==> config.mk <==
export PLATFORM = sky130hd
export DESIGN_NAME = sdhci_sdma_obi
export DESIGN_NICKNAME = d
export VERILOG_FILES = /design/src/rtl/sdhci_sdma_obi.sv
export SDC_FILE = /design/constraint.sdc
export NUM_CORES = 1
export LEC_CHECK = 0
export ABC_AREA = 1
export ABC_CLOCK_PERIOD_IN_PS = 4700
export CORE_UTILIZATION = 25
export DETAILED_ROUTE_END_ITERATION = 10
export GPL_TIMING_DRIVEN = 0
export SYNTH_ARGS = -nofsm -noshare
export SYNTH_HDL_FRONTEND = slang
export SYNTH_SLANG_ARGS = --single-unit
==> constraint.sdc <==
create_clock -name clk_i -period 4.7 [get_ports clk_i]
set_clock_uncertainty 0.1 [all_clocks]
set_input_delay 1.175 -clock clk_i [delete_from_list [all_inputs] [get_ports clk_i]]
set_output_delay 1.175 -clock clk_i [all_outputs]
set_load 0.05 [all_outputs]
==> src/rtl/sdhci_sdma_obi.sv <==
// Single-channel SDMA engine: moves 32-bit words between the card FIFOs and
// system memory through an OBI manager port, pausing at SDMA buffer boundaries.
module sdhci_sdma_obi #(
   parameter int unsigned AddrWidth     = 32,
   parameter int unsigned DataWidth     = 32,
   parameter int unsigned BoundaryBytes = 4096
) (
   input  logic                 clk_i,
   input  logic                 rst_i,
   input  logic                 start_i,
   input  logic                 dir_i,
   input  logic [AddrWidth-1:0] addr_i,
   input  logic [15:0]          num_words_i,
   input  logic                 resume_i,
   input  logic                 abort_i,
   input  logic [DataWidth-1:0] rx_data_i,
   input  logic                 rx_valid_i,
   output logic                 rx_ready_o,
   output logic [DataWidth-1:0] tx_data_o,
   output logic                 tx_valid_o,
   input  logic                 tx_ready_i,
   output logic                 obi_req_o,
   output logic                 obi_we_o,
   output logic [AddrWidth-1:0] obi_addr_o,
   output logic [3:0]           obi_be_o,
   output logic [DataWidth-1:0] obi_wdata_o,
   input  logic                 obi_gnt_i,
   input  logic                 obi_rvalid_i,
   input  logic                 obi_err_i,
   input  logic [DataWidth-1:0] obi_rdata_i,
   output logic                 busy_o,
   output logic                 done_o,
   output logic                 error_o,
   output logic                 boundary_o
);

   localparam logic [AddrWidth-1:0] AlignMask = ~AddrWidth'(3);
   localparam logic [AddrWidth-1:0] BoundMask = AddrWidth'(BoundaryBytes - 1);

   typedef enum logic [2:0] {IDLE, FETCH, REQ, RESP, PUSH, PAUSE} state_e;

   state_e               state_q, state_d, xfer_state;
   logic [AddrWidth-1:0] addr_q, next_addr;
   logic [15:0]          count_q;
   logic                 dir_q, abort_q;
   logic [DataWidth-1:0] wdata_q, rdata_q;
   logic                 done_q, error_q, boundary_q;
   logic                 done_d, error_d, boundary_d;
   logic                 latch_start, reload, cap_rx, cap_rd, word_done, set_abort;

   assign next_addr  = addr_q + AddrWidth'(4);
   assign xfer_state = dir_q ? FETCH : REQ;

   // NOTE: every signal driven here gets a default first, so no path leaves one unassigned and infers a latch.
   always_comb begin
      state_d     = state_q;
      done_d      = 1'b0;
      error_d     = 1'b0;
      boundary_d  = 1'b0;
      latch_start = 1'b0;
      reload      = 1'b0;
      cap_rx      = 1'b0;
      cap_rd      = 1'b0;
      word_done   = 1'b0;
      set_abort   = 1'b0;
      unique case (state_q)
         IDLE: if (start_i) begin
            latch_start = 1'b1;
            if (num_words_i == 16'd0) done_d  = 1'b1;
            else                      state_d = dir_i ? FETCH : REQ;
         end
         FETCH: begin
            if (abort_i) state_d = IDLE;
            else if (rx_valid_i) begin
               cap_rx  = 1'b1;
               state_d = REQ;
            end
         end
         REQ: begin
            // A request on the bus cannot be withdrawn, so an abort is only remembered here.
            set_abort = abort_i;
            if (obi_gnt_i) state_d = RESP;
         end
         RESP: begin
            set_abort = abort_i;
            if (obi_rvalid_i) begin
               if (obi_err_i) begin
                  error_d = 1'b1;
                  state_d = IDLE;
               end else if (abort_i || abort_q) begin
                  state_d = IDLE;
               end else if (!dir_q) begin
                  cap_rd  = 1'b1;
                  state_d = PUSH;
               end else begin
                  word_done = 1'b1;
               end
            end
         end
         PUSH: begin
            if (abort_i)         state_d = IDLE;
            else if (tx_ready_i) word_done = 1'b1;
         end
         PAUSE: begin
            if (abort_i) state_d = IDLE;
            else if (resume_i) begin
               reload  = 1'b1;
               state_d = xfer_state;
            end
         end
         default: state_d = IDLE;
      endcase
      // Completion: done wins over a coinciding boundary.
      if (word_done) begin
         if (count_q == 16'd1) begin
            done_d  = 1'b1;
            state_d = IDLE;
         end else if ((next_addr & BoundMask) == '0) begin
            boundary_d = 1'b1;
            state_d    = PAUSE;
         end else begin
            state_d = xfer_state;
         end
      end
   end

   // NOTE: sequential state uses non-blocking assignments so every register samples pre-edge values.
   always_ff @(posedge clk_i or posedge rst_i) begin
      if (rst_i) begin
         state_q    <= IDLE;
         addr_q     <= '0;
         count_q    <= '0;
         dir_q      <= 1'b0;
         abort_q    <= 1'b0;
         wdata_q    <= '0;
         rdata_q    <= '0;
         done_q     <= 1'b0;
         error_q    <= 1'b0;
         boundary_q <= 1'b0;
      end else begin
         state_q    <= state_d;
         done_q     <= done_d;
         error_q    <= error_d;
         boundary_q <= boundary_d;
         abort_q    <= (state_d == IDLE) ? 1'b0 : (abort_q | set_abort);
         if (latch_start) begin
            addr_q  <= addr_i & AlignMask;
            count_q <= num_words_i;
            dir_q   <= dir_i;
         end else if (reload) begin
            addr_q <= addr_i & AlignMask;
         end else if (word_done) begin
            addr_q  <= next_addr;
            count_q <= count_q - 16'd1;
         end
         if (cap_rx) wdata_q <= rx_data_i;
         if (cap_rd) rdata_q <= obi_rdata_i;
      end
   end

   assign obi_req_o   = (state_q == REQ);
   assign obi_we_o    = (state_q == REQ) & dir_q;
   assign obi_addr_o  = addr_q;
   assign obi_be_o    = 4'hF;
   assign obi_wdata_o = wdata_q;
   assign rx_ready_o  = (state_q == FETCH);
   assign tx_valid_o  = (state_q == PUSH);
   assign tx_data_o   = rdata_q;
   assign busy_o      = (state_q != IDLE);
   assign done_o      = done_q;
   assign error_o     = error_q;
   assign boundary_o  = boundary_q;

endmodule

# [Word level (Yosys, flattened, before mapping)]
# Index checks and enable logic that the tools add are counted.
[word_totals] inputBits=123 out_inout_bits=108 register_bits=120 elab_cells=88
[classes] eq_ne=7 reduce_logical=10 add_sub_neg=2 mux=57 n_bitwise=2
[op_table] cell="32-bit two-way mux" count=3
[op_table] cell="16-bit two-way mux" count=3
[op_table] cell="3-bit two-way mux" count=15
[op_table] cell="32-bit by 3-bit adder with 32-bit output, second input constant" count=1
[op_table] cell="32-bit zero test" count=1
[op_table] cell="1-bit two-way mux" count=32
[op_table] cell="3-bit case mux with 6 select lines" count=1
[op_table] cell="16-bit by 1-bit == test with 1-bit output, second input constant" count=1
[op_table] cell="16-bit zero test" count=1
[op_table] cell="16-bit by 1-bit subtractor with 16-bit output, second input constant" count=1
[op_table] cell="3-bit by 2-bit == test with 1-bit output, second input constant" count=2
[op_table] cell="3-bit == test, second input constant" count=2
[op_table] cell="3-bit zero test" count=2
[op_table] cell="3-bit nonzero test" count=2
[op_table] cell="2-bit two-way mux" count=2
[op_table] cell="3-bit by 1-bit == test with 1-bit output, second input constant" count=1
[op_table] cell="2-bit != test, second input constant" count=1
[op_table] cell="1-bit case mux with 2 select lines" count=1
[op_table] cell="2-bit AND reduction" count=1
[op_table] cell="2-bit nonzero test" count=1
[op_table] cell="2-bit OR reduction" count=1
[op_table] cell="1-bit AND" count=1
[op_table] cell="1-bit logical OR" count=1
[op_table] cell="1-bit OR" count=1

# [Logic depth before layout (Yosys ltp)]
[logic_depth] ltp_word=8 mapped_depth=14

# [Worst setup path after synthesis]
# Ideal clock, no wire load.
[synth_path] path_kind="reg2out" startpoint="reg state_q[2]" endpoint="out obi_we_o" path_buffers=0 path_stages_with_launch=6 t_arrival_ps=2068 path_slack_ps=1357 cell_sequence="dfrtp_1 -> inv_2 -> nand2_1 -> nor2_1 -> inv_1 -> nor2_1"
[synth_between] elab_chain_len=2
[synth_rtl] item="start, declared" line="42" rtl="state_e state_q, state_d, xfer_state;"
[synth_rtl] item="start signal, assigned" line="141" rtl="state_q <= state_d;"
[synth_rtl] item="3-bit by 2-bit == test with 1-bit output"
[synth_rtl] item="net obi_req_o" line="22" rtl="output logic obi_req_o,"
[synth_rtl] item="1-bit AND" line="162" rtl="assign obi_we_o = (state_q == REQ) & dir_q;"
[synth_rtl] item="end, declared" line="23" rtl="output logic obi_we_o,"
# The timed path passes the listed nets, and every way through them passes these cells.

# [Worst setup path after layout]
[layout_path] startpoint="reg state_q[2]" endpoint="out obi_we_o"
[layout_between] elab_chain_len=2
[layout_rtl] item="3-bit by 2-bit == test with 1-bit output" line="162"
[layout_rtl] item="1-bit AND" line="162"
# No other way between the ends.

==> metrics <==
hpwl dp 14600 um; Root Driver clkbuf_16; setup ws final 1.20 ns; io pins 231; Synth warnings 0; Initial Utilization 25.7%; Power Internal 3.52 mW; register area share after synthesis 48.5%; layout cells sized above 1 17.0%; CP Max Fanout 5; critical path depth 6; Crit Reg-Reg Endpoint abort_q$_DFF_PP0_; layout filler cell count 2430; Synth Register Bits 118; CP endpoint obi_we_o; Worst Setup Path Type register to primary output; Worst R2R Start obi_addr_o[2]$_DFFE_PP0N_; sw frac 47.4%; most common cell type on the critical path nor2_1; syn_area_per_cell 9.22 um^2; Pleak 4.04 nW; Post-synth EDFFs 0; crit-path max cell delay 0.82 ns; Post-Syn Area 6080 um^2; worst slew pin tran 0.591 ns; slew margin rel. 60.5%; asr flop ratio synth 100%; Port Buffers 222; synthesized instance count 660; number of antenna violations at the first check in global routing 3; CTS tree built; Tmin final 3.50 ns; Final Hold Slack 0.402 ns; Num CTS Buffers 17; Setup WS pre-CTS 1.49 ns; Total Routed Length 19400 um; crit end category primary output; gr ovfl total 0; Gate power share 53.3%; area share of the largest cell type after synthesis 48.5%; final setup fails 0; r2r worst-path depth 13; Seq. cell area 2950 um^2; clk buf depth 2; H-tree Lvls 4; Sequential Power Share 27.3%; Via-to-Cell Ratio 4.50; vias 5565; Worst setup startpoint state_q[2]$_DFF_PP0_; first-pass GRT wire length 29300 um; number of global-route vias before repair 5451; Buf/Inv on CP 3; area of the multi-input gates 2740 um^2; Clock power frac 19.4%; Sink Count 118; r2r setup slk 2.46 ns; die span in x 158 um; post-route cell area 9330 um^2; DR pass1 iterations 4; FMAX 285 MHz; Final nets 1032; Yosys top cell by area dfrtp_1; pwr/cell area 716 nW/um^2; commonest register cell after synthesis dfrtp_1; register clock-pin slew on the reported worst setup and hold paths 0.06 ns; final cycle utilization of the critical path 74.5%; initial DRC count 277; RD Place Congestion 0.829; Setup Buffers After CTS 0; status complete, no violations; post-synth cell types 40; P&R area growth vs syn 53.4%; final hold vios 0; DP Area 8750 um^2; CP top delay family buffers and inverters; TNS Setup 0 ns; mean routed wirelength per cell 15.7 um; CP startpoint kind register; # hold bufs at CTS 0; max cap viols 0; height of the chip 158 um; Crit path required time 3.42 ns; DRC violations left 0; VDD IR max 0.292 mV; core box area 23700 um^2; count of final max-slew check failures 0; critical path's slowest cell clkdlybuf4s50_1; Final ANT Viol Nets 0; arrival time at the worst endpoint 2.23 ns; post_cts resized 0; worst-skew pair later-pin latency 0.42 ns; HP Class register to register; largest net degree at the start of global routing 73; full die area 25000 um^2; Design Power 6.68 mW; Hold Path Cell Cnt 1; Total GRT Usage 15.6%; RSZ-0062 raised after global routing no; sw power 3.17 mW; synth top area cells dfrtp_1 49%, mux2_2 12%, nand2_1 8.0%; Row Count 56; CP Cell Sequence inv_2 -> nand2_1 -> nor2_1 -> inv_1 -> nor2_1 -> clkdlybuf4s50_1
[registers in the layout, indices dropped and copies added (netlist names)]
name         flops
dir_q            1
state_q          3
tx_data_o       32
obi_addr_o      30
done_o           1
count_q         16
obi_wdata_o     32
abort_q          1
boundary_o       1
error_o          1
[kinds of logic after synthesis]
family,count (synthesis),synth area share (%)
other,2,0.123
xor gates and xnor gates,15,2.16
AOI/OAI and AO/OA,85,8.62
muxes,64,11.8
adders and majority gates,3,0.617
DFF,118,48.5
and+or+nand+nor,284,21.4
buffers and inverters,89,6.73
[worst reg2reg max path, cell delays in order (launching register included)]
cell and delay [ns]:
dfrtp_1 0.46, ha_1 0.27, nand3_1 0.16, inv_2 0.08, nand2_2 0.12, nand2_1 0.07
nand2_1 0.08, nand2_1 0.06, nor2_1 0.26, nand2_1 0.13, nand3_1 0.11, nand3_1 0.08
nor2_1 0.10, nor2_1 0.05
[power by group through the flow]
stage | Clock [mW] | Combinational (mW) | Sequential, mW
2_1_floorplan | 0 | 1.14 | 3.05
3_3_place_gp | 0 | 3.54 | 1.82
3_5_place_dp | 0 | 3.58 | 1.83
4_1_cts | 1.34 | 3.58 | 1.82
5_1_grt | 1.38 | 3.80 | 1.89
6_report | 1.30 | 3.56 | 1.82
[placed cells by master, fill, tap and decap left out, types with 3 or more instances in the layout]
master / Yosys / routed
clkdlybuf4s50_1: 0 / 222
clkinvlp_4: 0 / 3
nor2_2: 7 / 7
conb_1: 2 / 6
nand2_1: 129 / 129
clkbuf_16: 0 / 17
a21oi_1: 17 / 17
buf_4: 8 / 8
o211ai_1: 13 / 13
nand2_4: 3 / 3
nand4_1: 6 / 6
nor3_1: 13 / 13
o21ai_1: 8 / 8
o221ai_1: 5 / 5
nand2_2: 6 / 6
inv_6: 0 / 3
buf_6: 4 / 4
nor2_1: 68 / 68
nor2_4: 6 / 6
o311ai_1: 4 / 4
nand3_2: 4 / 4
inv_1: 59 / 58
xnor2_1: 3 / 3
dfrtp_1: 118 / 118
inv_2: 4 / 4
o21ai_0: 21 / 21
nor4_1: 3 / 3
clkinv_4: 0 / 5
xor2_1: 12 / 12
o22ai_1: 10 / 10
mux2_2: 64 / 64
buf_2: 10 / 10
ha_1: 3 / 3
clkbuf_1: 3 / 3
nand3_1: 33 / 33
[synthesized netlist by cell type, drive strengths merged, types with 3 or more instances]
master and instances:
nor4 3, o211ai 13, dfrtp 118, o221ai 5, o21ai 29, nand3 37, a21oi 17, nand2 138
xor2 12, xnor2 3, ha 3, mux2 64, buf 22, nand4 7, nor2 81, nor3 15
o22ai 10, clkbuf 3, o311ai 4, inv 64
[worst min path at each step]
stage / start / end / slack (ns)
final: tx_data_o[26]$_DFFE_PP0P_ / tx_data_o[26]$_DFFE_PP0P_ / 0.40
after detailed placement: tx_data_o[26]$_DFFE_PP0P_ / tx_data_o[26]$_DFFE_PP0P_ / 0.39
after global routing: obi_wdata_o[29]$_DFFE_PP0P_ / obi_wdata_o[29]$_DFFE_PP0P_ / 0.42
after CTS: tx_data_o[26]$_DFFE_PP0P_ / tx_data_o[26]$_DFFE_PP0P_ / 0.41
after global placement: obi_wdata_o[25]$_DFFE_PP0P_ / obi_wdata_o[25]$_DFFE_PP0P_ / 0.39
after floorplan: dir_q$_DFFE_PP0P_ / dir_q$_DFFE_PP0P_ / 0.39
[through the flow]
step | std cells | utilization (%)
after global routing | 1237 | 39.4
final | 1238 | 39.4
after global placement | 1205 | 36.8
after detailed placement | 1206 | 37.0
after CTS | 1237 | 39.4
after floorplan | 664 | -
[final cells by class]
type	count	share of cell area [%]
sequential	118	31.6
buffer	25	1.78
tap	319	4.28
clock inverter	14	1.65
antenna	1	0.0268
inverter	64	2.65
multi-input combinational	457	29.3
timing repair buffer	223	24.1
clock buffer	17	4.56
[routing by layer]
metal | vias up | GRT usage [%] | share of wire, %
met5 | - | 0 | 0.12
met1 | 2609 | 19.3 | 44
met4 | 4 | 5.31 | 1.8
met3 | 27 | 5.09 | 9.2
li1 | 2699 | - | -
met2 | 226 | 25.3 | 45
Power figures use the tool's default switching activity.
